--- config.mk ---
export PLATFORM = sky130hd
export DESIGN_NAME = latch_write_seq
export DESIGN_NICKNAME = d
export VERILOG_FILES = /design/src/rtl/latch_write_seq.sv
export SDC_FILE = /design/constraint.sdc
export NUM_CORES = 1
export LEC_CHECK = 0
export CORE_MARGIN = 2
export CORE_UTILIZATION = 50
export CTS_BUF_LIST = sky130_fd_sc_hd__clkbuf_4 sky130_fd_sc_hd__clkbuf_8 sky130_fd_sc_hd__clkbuf_16
export DETAILED_ROUTE_END_ITERATION = 16
export DONT_BUFFER_PORTS = 1
export PLACE_DENSITY = 0.61
export RECOVER_POWER = 50
export SYNTH_ARGS = -nofsm -noshare
export SYNTH_HDL_FRONTEND = slang
export SYNTH_SLANG_ARGS = --single-unit
--- constraint.sdc ---
create_clock -name clk -period 1.95 [get_ports clk]
set_input_delay 0.39 -clock clk [delete_from_list [all_inputs] [get_ports clk]]
set_output_delay 0.39 -clock clk [all_outputs]
set_load 0.05 [all_outputs]
--- src/rtl/latch_write_seq.sv ---
// Drives a latch bank with a D/enable write sequence (setup, pulse, hold phases)
// and checks the latch Q readback once the write has completed.
module latch_write_seq #(
    parameter int unsigned WIDTH     = 8,
    parameter int unsigned SETUP_CYC = 1,
    parameter int unsigned PULSE_CYC = 2,
    parameter int unsigned HOLD_CYC  = 1
) (
    input  logic             clk,
    input  logic             rst,
    input  logic [WIDTH-1:0] in_data,
    input  logic             in_valid,
    output logic             in_ready,
    output logic [WIDTH-1:0] D,
    output logic             enable,
    input  logic [WIDTH-1:0] Q,
    output logic             busy,
    output logic             done,
    output logic             mismatch,
    output logic [7:0]       err_count
);

    localparam int unsigned SP_MAX  = (SETUP_CYC > PULSE_CYC) ? SETUP_CYC : PULSE_CYC;
    localparam int unsigned MAX_CYC = (SP_MAX > HOLD_CYC) ? SP_MAX : HOLD_CYC;
    localparam int unsigned CNT_W   = $clog2(MAX_CYC + 1);

    localparam logic [1:0] ST_IDLE  = 2'd0;
    localparam logic [1:0] ST_SETUP = 2'd1;
    localparam logic [1:0] ST_PULSE = 2'd2;
    localparam logic [1:0] ST_HOLD  = 2'd3;

    logic [1:0]       state_q, state_d;
    logic [CNT_W-1:0] cnt_q, cnt_d;
    logic [WIDTH-1:0] d_q, d_d;
    logic             en_q, en_d;
    logic             rdy_q, rdy_d;
    logic             busy_q, busy_d;
    logic             done_q, done_d;
    logic             mis_q, mis_d;
    logic [7:0]       err_q, err_d;
    logic             rb_bad;

    assign rb_bad = (Q != d_q);

    // State and output registers
    always_ff @(posedge clk) begin
        if (rst) begin
            state_q <= ST_IDLE;
            cnt_q   <= '0;
            d_q     <= '0;
            en_q    <= 1'b0;
            rdy_q   <= 1'b1;
            busy_q  <= 1'b0;
            done_q  <= 1'b0;
            mis_q   <= 1'b0;
            err_q   <= '0;
        end else begin
            state_q <= state_d;
            cnt_q   <= cnt_d;
            d_q     <= d_d;
            en_q    <= en_d;
            rdy_q   <= rdy_d;
            busy_q  <= busy_d;
            done_q  <= done_d;
            mis_q   <= mis_d;
            err_q   <= err_d;
        end
    end

    // Next-state logic; D only moves on accept, enable only on phase changes
    always_comb begin
        state_d = state_q;
        cnt_d   = cnt_q;
        d_d     = d_q;
        en_d    = en_q;
        rdy_d   = rdy_q;
        busy_d  = busy_q;
        done_d  = 1'b0;
        mis_d   = mis_q;
        err_d   = err_q;

        case (state_q)
            ST_IDLE: begin
                if (in_valid && rdy_q) begin
                    d_d     = in_data;
                    cnt_d   = CNT_W'(SETUP_CYC - 1);
                    rdy_d   = 1'b0;
                    busy_d  = 1'b1;
                    state_d = ST_SETUP;
                end
            end
            ST_SETUP: begin
                if (cnt_q == '0) begin
                    en_d    = 1'b1;
                    cnt_d   = CNT_W'(PULSE_CYC - 1);
                    state_d = ST_PULSE;
                end else begin
                    cnt_d = cnt_q - CNT_W'(1);
                end
            end
            ST_PULSE: begin
                if (cnt_q == '0) begin
                    en_d    = 1'b0;
                    cnt_d   = CNT_W'(HOLD_CYC - 1);
                    state_d = ST_HOLD;
                end else begin
                    cnt_d = cnt_q - CNT_W'(1);
                end
            end
            ST_HOLD: begin
                if (cnt_q == '0) begin
                    done_d  = 1'b1;
                    mis_d   = rb_bad;
                    if (rb_bad && (err_q != 8'hFF)) begin
                        err_d = err_q + 8'd1;
                    end
                    rdy_d   = 1'b1;
                    busy_d  = 1'b0;
                    state_d = ST_IDLE;
                end else begin
                    cnt_d = cnt_q - CNT_W'(1);
                end
            end
            default: begin
                state_d = ST_IDLE;
                cnt_d   = '0;
                en_d    = 1'b0;
                rdy_d   = 1'b1;
                busy_d  = 1'b0;
            end
        endcase
    end

    assign in_ready  = rdy_q;
    assign D         = d_q;
    assign enable    = en_q;
    assign busy      = busy_q;
    assign done      = done_q;
    assign mismatch  = mis_q;
    assign err_count = err_q;

endmodule

# After elaboration in Yosys (flattened, before gate mapping)
# Index checks and enable logic that the tools add are counted.
word_totals:
  regBits: 25
  input_bits: 19
  output_inout_bits: 21
  wordCells: 54
classes:
  addsub: 2
  n_eq_ne: 10
  muxes: 18
  n_bitwise: 1
  n_reduce_logical: 14
op_table:
  columns: ["operator", "count"]
  rows:
  - ["2-bit 2-to-1 mux", 8]
  - ["2-bit case mux with 4 select lines", 2]
  - ["2-bit inequality test (second input constant)", 5]
  - ["3-bit AND reduction", 3]
  - ["8-bit by 1-bit adder with 8-bit output (second input constant)", 1]
  - ["8-bit inequality test", 1]
  - ["8-bit inequality test (second input constant)", 1]
  - ["1-bit case mux with 2 select lines", 3]
  - ["2-bit AND reduction", 3]
  - ["1-bit 2-to-1 mux", 5]
  - ["2-bit equality test (second input constant)", 2]
  - ["2-bit zero test", 2]
  - ["4-bit AND reduction", 1]
  - ["2-bit nonzero test", 2]
  - ["2-bit by 1-bit equality test with 1-bit output (second input constant)", 1]
  - ["1-bit logical AND", 2]
  - ["2-bit OR reduction", 1]
  - ["2-bit by 1-bit subtractor with 2-bit output (second input constant)", 1]
  - ["1-bit NOT", 1]

# Longest topological paths before layout
logic_depth:
  ltp_word: 3
  ltp_mapped: 8
  mapped_depth_nobuf: 7

# Least setup slack after synthesis
# Ideal clock, no wire load.
synth_timing:
  path_type: "register to register"
  from: "register err_q[5], in the netlist err_count[5]"
  to: "register err_q[3], in the netlist err_count[3]"
  setup_ns: 0.121
  t_arrival_ns: 1.726
  t_required_ns: 1.829
  path_slack_ns: 0.103
  path_stages_with_launch: 7
  path_buffers: 1
  period_less_slack_ns: 1.847
  path_cell_list: "dfxtp_1 > and3_1 > and2_4 > and4_4 > buf_6 > nor3b_1 > mux2_2"
synth_between:
  elab_chain_cells: 3
synth_rtl:
  columns: ["element", "line_no", "text"]
  rows:
  - ["start, declared", "40", "logic [7:0] err_q, err_d;"]
  - ["start signal, assigned", "66", "err_q <= err_d;"]
  - ["8-bit inequality test", "114", "if (rb_bad && (err_q != 8'hFF)) begin"]
  - ["1-bit logical AND", "114", null]
  - ["3-bit AND reduction (no line)", null, null]
# No other way between the ends.
# A chain may end at the register's enable or synchronous reset.

# Worst setup path in the final report
layout_timing:
  from: "register state_q[0]"
  to: "register err_q[5], in the netlist err_count[5]"
layout_between:
  elab_chain_cells: 2
layout_rtl:
  columns: ["element", "line_no", "text"]
  rows:
  - ["start, declared", "32", "logic [1:0] state_q, state_d;"]
  - ["start signal, assigned", "58", "state_q <= state_d;"]
  - ["2-bit equality test", "82", "case (state_q)"]
  - ["3-bit AND reduction (no line)", null, null]
# No other way between the ends.

==> results.toml <==
[outcome]
outcome = "complete, no violations"

[setup_path]
path_class = "reg -> reg"
worst_setup_path_start_kind = "register"
startpoint = "state_q[0]$_SDFFE_PP0P_"
crit_path_end_kind = "register"
crit_required_ns = 2.17
crit_path_top_delay_cell = "dfxtp_1"
worstPathArrival_ns = 2.00
crit_chain = "ha_2 -> and2_1 -> o21ai_1 -> nor3_1 -> mux2_2"
regToRegStartpoint = "state_q[0]$_SDFFE_PP0P_"
slowest_delay_ns = 0.41
cp_max_fo = 7

[detailed_routing]
drt_iter0_drc = 12
ant_nets = 0
viasPerCell = 5.40
drt-total-wl_um = 2570
post-route-drc-count = 0
firstDrtPassIters = 4
vias = 1096
wl_per_cell_um = 12.7

[sta]
hold_viol = 0
setup_ws_ns = 0.176
slew-limit-headroom_pct = 51.5
period_share_pct = 91.0
finalMaxSlewViolations = 0
min_period_ns = 1.77
max_freq_mhz = 564
worst_hold_slack_ns = 0.122
worstMarginPinSlew_ns = 0.727
setup_tns_ns = 0
rsz0062_at_grt = "no"
setup-violations-final = 0
finalClockSkew_ns = 0.00504

[cells_and_area]
fillerInstances = 253
register_area_um2 = 500
area_growth_syn_to_layout_pct = 9.47
multiInputGateArea_um2 = 722
n_antenna_cell = 0
drive_above_1_share_pct = 8.09
nets = 201
utilization_pct = 57.1

[power_and_ir_drop]
power_density_nw_per_um2 = 1210
p_total_mw = 1.68
vdd_ir_drop_max_mv = 0.958
p_leak_nw = 0.518

[clock_network]
post-cts-setup-buffers = 0
insertion_delay_ns = 0.31
clkTransAtPathRegs_ns = 0.14
cts_max_level = 1
cts_made_buffers = 3
cts_buffer_depth = 2
root_buffer = "clkbuf_4"
tritoncts = "done"
clock-sinks = 25

[global_routing]
overflow = 0
grt_pass1_vias = 996
antenna_found_initial = 0
grt_max_degree = 29
grt_pass1_wl_um = 4290
grt.total_usage_pct = 19.6

[synthesis]
synth_cell_types = 31
synth-seq-area-share_pct = 39.4
ys_async_sr_fraction_pct = 0
synthCells = 155
netlist_area_um2 = 1270
synth_edf_count = 0
syn_avg_cell_area_um2 = 8.19
synth_ff_type = "dfxtp_1"
synth_fp_nets = 182
ys_ff_latch = 25
yosys_warnings = 0

[placement]
pre_cts_ws_ns = 0.151
gp_congestion = 0.826
io_buffers = 0
hpwl_um = 1990

[floorplanning]
std_cell_rows = 18
dieArea_um2 = 2960
initial_core_util_pct = 52.2
die_y_um = 54.4
core_um2 = 2430
ioPinCount = 40
die-width_um = 54.4

[worst_hold_path]
min_from = "rst"
hold_class = "in -> reg"

[run]
drv_cap = 0
-- path summary, 6_finish.rpt --
kind | endpoint | slack, ns | cells past startpoint
max | err_count[5]$_SDFFE_PP0P_ | 0.18 | 5
max reg2reg | err_count[5]$_SDFFE_PP0P_ | 0.18 | 5
min | err_count[7]$_SDFFE_PP0P_ | 0.12 | 1
min reg2reg | cnt_q[0]$_SDFFE_PP0P_ | 0.50 | 2
-- worst max-delay path: cells and delay by family, from the launching register on --
kind	cells	cell delay [ns]
AND/OR/NAND/NOR	2	0.46
flip-flops	1	0.41
multiplexers	1	0.36
adder cells (fa/ha/maj)	1	0.26
AO/OA/AOI/OAI	1	0.19
-- timing repair --
action / CTS / global route
gates resized for setup: 0 / 1
setup endpoints to repair: 0 / 3
hold buffers: 0 / 0
-- area by class of cell --
| class | instances | area share (%) |
|---|---|---|
| clock buffers | 3 | 1.62 |
| clock inverters | 1 | 0.360 |
| inverters | 6 | 1.62 |
| multi-input cells | 119 | 52.0 |
| flip-flops and latches | 25 | 36.0 |
| well taps | 30 | 2.70 |
| repair buffers | 19 | 5.68 |
-- flip-flops by register name (all words and copies together), names as in the netlist --
signal     flops
enable         1
mismatch       1
D              8
state_q        2
in_ready       1
busy           1
done           1
cnt_q          2
err_count      8
-- logic make-up after synthesis --
kind of cell,count (synthesis),share of synthesized area [%]
fa+ha+maj,8,7.89
xor+xnor,8,5.52
simple gates,64,24.2
compound gates,35,15.7
mux,4,3.45
buf+inv,11,3.85
flops,25,39.4
-- cells in the mapped netlist, types with 3 or more instances --
cell | n | share of area (%)
nand2_1 | 28 | 8.3
dfxtp_1 | 25 | 39
a21oi_1 | 21 | 8.3
nor2_1 | 11 | 3.3
ha_1 | 8 | 7.9
xnor2_1 | 8 | 5.5
inv_1 | 6 | 1.8
o21ai_0 | 5 | 2.0
nor3_1 | 4 | 1.6
and3_1 | 3 | 1.5
mux2_2 | 3 | 2.7
nand3_1 | 3 | 1.2
nand4_1 | 3 | 1.5
nor2b_1 | 3 | 1.5
or3_1 | 3 | 1.5
-- metrics by stage --
stage / cells / area [µm²]
after floorplan: 155 / 1270
after global placement: 199 / 1420
after detailed placement: 199 / 1420
after CTS: 203 / 1450
after global routing: 203 / 1390
final: 203 / 1390
-- layout by cell type, fill, tap and decap left out --
cell      count
o21ai_0       5
o21bai_1      2
a21oi_1      21
buf_4         2
or3_1         3
a211oi_1      2
xnor2_1       8
mux2_2        3
and2_4        1
ha_1          7
ha_2          1
clkbuf_4      3
nor2b_1       3
nor3b_1       1
o21ba_2       1
and4_4        1
clkbuf_1     17
and3_1        3
or3b_2        1
and2_1        1
nand2_1      28
clkinv_2      1
inv_1         6
or4_1         1
dfxtp_1      25
a32oi_1       1
nor3_1        4
nor2_1       11
mux2i_1       1
o31ai_1       2
o21ai_1       1
nand3_1       3
nand4_1       3
-- metal layers --
layer	wire (µm)	track usage, %	up-vias
li1	-	-	566
met2	1220	31.1	25
met4	10	7.08	0
met1	1170	26.2	503
met5	0	0	-
met3	164	4.10	2
-- where the power goes --
| part | leakage (nW) | total (mW) | switching [mW] | internal (mW) |
|---|---|---|---|---|
| Combinational | 0.297 | 0.699 | 0.473 | 0.226 |
| Clock | 0.0177 | 0.229 | 0.153 | 0.0766 |
| Sequential | 0.204 | 0.754 | 0.152 | 0.602 |
| Total | 0.518 | 1.68 | 0.777 | 0.905 |
Power figures use the tool's default switching activity.
